<file path="src/rtl/bcd2bin_seq.sv">
// bcd2bin_seq: sequential BCD-to-binary converter using reverse double-dabble.
// Each CONV cycle shifts {bcd_reg, mag_reg} right one bit and then subtracts 3
// from every BCD digit that has reached 8 or more. After BIN_W shifts, mag_reg
// holds the unsigned magnitude, which is then signed and range-checked.
// Optional build macro: SATURATE_EN. When defined, an overflowing result clamps
// to the signed limits. When undefined, the result is the two's-complement wrap.
module bcd2bin_seq #(
    parameter int BIN_W = 10,
    parameter int NDIG  = 3
) (
    input  logic                clk,
    input  logic                reset,
    input  logic                start,
    input  logic [4*NDIG-1:0]   bcd,
    input  logic                neg,
    output logic                busy,
    output logic                done,
    output logic [BIN_W-1:0]    bin,
    output logic                overflow,
    output logic                bad_digit
);

    localparam int BCD_W = 4 * NDIG;
    localparam int CNT_W = $clog2(BIN_W + 1);

    localparam logic [1:0] S_IDLE = 2'd0;
    localparam logic [1:0] S_CONV = 2'd1;
    localparam logic [1:0] S_FIN  = 2'd2;

    // Largest positive magnitude, and largest negative magnitude (2^(BIN_W-1)).
    localparam logic [BIN_W-1:0] POS_MAX = {1'b0, {(BIN_W-1){1'b1}}};
    localparam logic [BIN_W-1:0] NEG_MAX = {1'b1, {(BIN_W-1){1'b0}}};

    logic [1:0]       state_reg;
    logic [BCD_W-1:0] bcd_reg;
    logic [BIN_W-1:0] mag_reg;
    logic             neg_reg;
    logic [CNT_W-1:0] cnt_reg;
    logic             busy_reg;
    logic             done_reg;
    logic [BIN_W-1:0] bin_reg;
    logic             ovf_reg;
    logic             bad_reg;

    // Per-digit range check on the live input, and the shift/adjust datapath.
    logic [NDIG-1:0]  digit_bad;
    logic [BCD_W-1:0] shift_bcd;
    logic [BIN_W-1:0] shift_mag;
    logic [BCD_W-1:0] bcd_next;

    assign shift_bcd = {1'b0, bcd_reg[BCD_W-1:1]};
    assign shift_mag = {bcd_reg[0], mag_reg[BIN_W-1:1]};

    generate
        for (genvar gi = 0; gi < NDIG; gi++) begin : g_digit
            logic [3:0] in_digit;
            logic [3:0] sh_digit;
            assign in_digit      = bcd[4*gi +: 4];
            assign digit_bad[gi] = (in_digit > 4'd9);
            assign sh_digit      = shift_bcd[4*gi +: 4];
            // A digit that received a carried-in 1 at its top bit must lose 3
            // (half of the 6 skipped between 9 and 16 in the doubled domain).
            assign bcd_next[4*gi +: 4] = (sh_digit >= 4'd8) ? (sh_digit - 4'd3) : sh_digit;
        end
    endgenerate

    // Final sign application, overflow detection and optional clamping.
    logic             ovf_fin;
    logic [BIN_W-1:0] wrap_val;
    logic [BIN_W-1:0] result_fin;

    assign ovf_fin  = neg_reg ? (mag_reg > NEG_MAX) : (mag_reg > POS_MAX);
    assign wrap_val = neg_reg ? ('0 - mag_reg) : mag_reg;

`ifdef SATURATE_EN
    assign result_fin = ovf_fin ? (neg_reg ? NEG_MAX : POS_MAX) : wrap_val;
`else
    assign result_fin = wrap_val;
`endif

    // Control FSM plus shift registers and result/flag registers.
    always_ff @(posedge clk) begin
        if (reset) begin
            state_reg <= S_IDLE;
            bcd_reg   <= '0;
            mag_reg   <= '0;
            neg_reg   <= 1'b0;
            cnt_reg   <= '0;
            busy_reg  <= 1'b0;
            done_reg  <= 1'b0;
            bin_reg   <= '0;
            ovf_reg   <= 1'b0;
            bad_reg   <= 1'b0;
        end else begin
            done_reg <= 1'b0;
            case (state_reg)
                S_IDLE: begin
                    if (start) begin
                        bcd_reg <= bcd;
                        neg_reg <= neg;
                        mag_reg <= '0;
                        ovf_reg <= 1'b0;
                        if (|digit_bad) begin
                            // Invalid input is reported immediately without converting.
                            bin_reg  <= '0;
                            bad_reg  <= 1'b1;
                            done_reg <= 1'b1;
                        end else begin
                            bad_reg   <= 1'b0;
                            busy_reg  <= 1'b1;
                            cnt_reg   <= '0;
                            state_reg <= S_CONV;
                        end
                    end
                end
                S_CONV: begin
                    bcd_reg <= bcd_next;
                    mag_reg <= shift_mag;
                    cnt_reg <= cnt_reg + 1'b1;
                    if (cnt_reg == CNT_W'(BIN_W - 1)) begin
                        state_reg <= S_FIN;
                    end
                end
                S_FIN: begin
                    bin_reg   <= result_fin;
                    ovf_reg   <= ovf_fin;
                    done_reg  <= 1'b1;
                    busy_reg  <= 1'b0;
                    state_reg <= S_IDLE;
                end
                default: begin
                    state_reg <= S_IDLE;
                    busy_reg  <= 1'b0;
                end
            endcase
        end
    end

    assign busy      = busy_reg;
    assign done      = done_reg;
    assign bin       = bin_reg;
    assign overflow  = ovf_reg;
    assign bad_digit = bad_reg;

endmodule

</file>
<file path="config.mk">
export PLATFORM = sky130hd
export DESIGN_NAME = bcd2bin_seq
export DESIGN_NICKNAME = d
export VERILOG_FILES = /design/src/rtl/bcd2bin_seq.sv
export SDC_FILE = /design/constraint.sdc
export NUM_CORES = 1
export LEC_CHECK = 0
export ABC_AREA = 1
export CORE_UTILIZATION = 30
export CTS_BUF_LIST = sky130_fd_sc_hd__clkbuf_4 sky130_fd_sc_hd__clkbuf_8 sky130_fd_sc_hd__clkbuf_16
export CTS_CLUSTER_DIAMETER = 40
export CTS_CLUSTER_SIZE = 25
export DETAILED_ROUTE_END_ITERATION = 16
export GPL_ROUTABILITY_DRIVEN = 0
export SLEW_MARGIN = 25
export SYNTH_ARGS = -nofsm -noshare
export SYNTH_HDL_FRONTEND = slang
export SYNTH_SLANG_ARGS = --single-unit
</file>
<file path="constraint.sdc">
create_clock -name clk -period 4 [get_ports clk]
set_input_delay 1 -clock clk [delete_from_list [all_inputs] [get_ports clk]]
set_output_delay 1 -clock clk [all_outputs]
set_load 0.01 [all_outputs]
</file>
==> results.tsv <==
stage	metric	value	unit
run_status	status	finished clean	
detailed_routing	drt_pass1_iterations	4	
global_routing	grt_max_degree	25	
timing	max_slew_margin	38.8	%
layout	seq_area	861	sq um
power	p_int	631	uW
timing	setup_tns	0	ps
detailed_routing	antenna_left	0	
synthesis	syn_inst	286	
detailed_routing	wirelength	4.86	mm
clock_tree	post_cts_resized	0	
timing	finalCriticalPeriod	2300	ps
layout	final.fill_count	694	
floorplan	design.core.area	6760	sq um
place	io_buffer_count	29	
synthesis	netlist-cell-type-count	32	
detailed_routing	drcViolationCount	0	
power	sequentialPowerShare	53.4	%
clock_tree	path_clk_slew	80	ps
clock_tree	cts_sinks	43	
run	drv_cap	0	
global_routing	grt_use_total	14.2	%
global_routing	first_global_vias	1737	
critical_path	cp-start-kind	input port	
detailed_routing	dr_total_vias	1949	
clock_tree	h-tree-depth	2	
detailed_routing	via_per_inst	4.96	
floorplan	dieArea	7320	sq um
synthesis	avgSynthCellArea	7.32	sq um
synthesis	ys_warn_count	0	
timing	setup_viol	0	
synthesis	yosysTopAreaCell	dfxtp_1	
layout	layout_commonest_cell	nand2_1	
place	dpl.hpwl	3.40	mm
floorplan	pin_count	30	
synthesis	ys_seq_elements	43	
global_routing	grt_pass1_wl	8.31	mm
place	placed_area	2420	sq um
floorplan	start_util	31.0	%
timing	rsz0062_at_grt	no	
timing	fin_crit_sh	57.4	%
critical_path	criticalPathCategory	input port to register	
layout	layout_common_cells	69 x nand2_1, 43 x dfxtp_1, 31 x a21oi_1	
synthesis	synth_area_leaders	dfxtp_1 41%, nand2_1 12%, a21oi_1 7.4%	
timing	tightest_slew	915	ps
power	power_density	347	nW/um^2
critical_path	worstPathArrival	2540	ps
power	power.switching	242	uW
floorplan	die_w	85.5	um
clock_tree	post_cts_buffers	0	
synthesis	syn-num-nets	309	
clock_tree	insertion_delay	290	ps
layout	design_area	2510	sq um
critical_path	crit_required	4240	ps
power	vdd_drop_max	0.128	mV
synthesis	async_flop_share	0	%
layout	diodes	0	
critical_path	worstPathMaxFanout	24	
floorplan	die_y	85.5	um
detailed_routing	post_drt_wl_per_cell	12.4	um
layout	largest_reg_flops	12	
synthesis	ys.flop_type	dfxtp_1	
synthesis	synth_top_area_share	41.1	%
power	switching_share	27.7	%
power	leakage	0.000979	uW
detailed_routing	drt_iter0_markers	154	
synthesis	synth-edff-count	0	
synthesis	synth_area	2090	sq um
global_routing	antenna_found_initial	0	
critical_path	crit_path_end_kind	register	
layout	multi_input_area	1060	sq um
critical_path	r2r_slack	1960	ps
timing	fmax	435	MHz
clock_tree	cts_buffers	5	
clock_tree	cts_tree	yes	
layout	syn_to_final_growth	20.1	%
clock_tree	cts_root_buffer	clkbuf_8	
min_path	hold_class	register to register	
power	combPwrFrac	14.3	%
timing	hold_viol_final	0	
clock_tree	clock_path_buffers	2	
synthesis	yosysSeqAreaShare	41.1	%
power	p_clk_share	32.2	%
global_routing	gr-total-overflow	0	
timing	drv_slew	0	
layout	layout.nets	335	
timing	fin_worst_skew	5.59	ps
layout	drive_gt1_share	7.67	%
floorplan	rows	30	
clock_tree	cts_hold_buf	0	
power by group through the flow:
stage / sequential, uW / combinational [uW] / clock, uW
CTS: 466 / 125 / 289
finish: 466 / 125 / 281
global placement: 475 / 124 / 0
global route: 469 / 141 / 305
detailed placement: 476 / 125 / 0
floorplan: 470 / 89.3 / 0
layer usage:
layer | GRT usage, % | part of all wire, % | vias up
li1 | - | - | 1017
met1 | 20.3 | 52 | 888
met2 | 21.7 | 43 | 39
met3 | 1.83 | 2.9 | 5
met4 | 5.45 | 1.5 | 0
met5 | 0 | 0 | -
worst max-delay path, cell delays in order:
cell and delay [ps]:
clkdlybuf4s50_1 510, nand2_2 150, nand2_2 400, inv_2 130
o21ai_1 160, o2111ai_1 110, inv_1 80
cells by family (layout without fill, tap and decap cells):
group           Yosys count  in the layout  synth area share (%)
compound gates           76             76                  21.0
fa+ha+maj                 7              7                  4.18
buf+inv                  39             66                  8.19
flops                    43             43                  41.1
simple gates            121            121                  25.5
synth_stat cells (5+ instances only):
cell type,count
nand2_1,69
ha_1,7
buf_2,5
o21ai_1,11
o22ai_1,8
a21oi_1,31
inv_1,23
nand3_1,24
dfxtp_1,43
inv_2,5
nor2_1,11
o21ai_0,13
path summary, 6_finish.rpt:
check	start	endpoint	cells after the start
setup / recovery	start	bcd_reg[3]$_SDFFE_PP0P_	7
hold / removal	bin[5]$_SDFFE_PP0P_	bin[5]$_SDFFE_PP0P_	2
setup reg to reg	state_reg[1]$_SDFFE_PP0P_	bin[1]$_SDFFE_PP0P_	6
hold reg to reg	bin[5]$_SDFFE_PP0P_	bin[5]$_SDFFE_PP0P_	2
area by class of cell:
| cell class | instances | area share, % |
|---|---|---|
| inverter | 28 | 4.18 |
| timing repair buffer | 30 | 11.8 |
| clock buffer | 7 | 3.33 |
| tap | 80 | 3.98 |
| sequential | 43 | 34.2 |
| multi-input combinational | 204 | 42.2 |
| clock inverter | 1 | 0.199 |
through the flow:
step	total power (uW)	utilization, %	std cells	setup slack, ps	hold slack (ps)
floorplan	560	-	286	2250	439
global placement	599	35.9	385	1350	455
detailed placement	601	35.9	385	1330	457
CTS	880	37.2	393	1650	467
global route	915	37.2	393	1450	484
finish	872	37.2	393	1700	464
(Power assumes the default switching activity.)
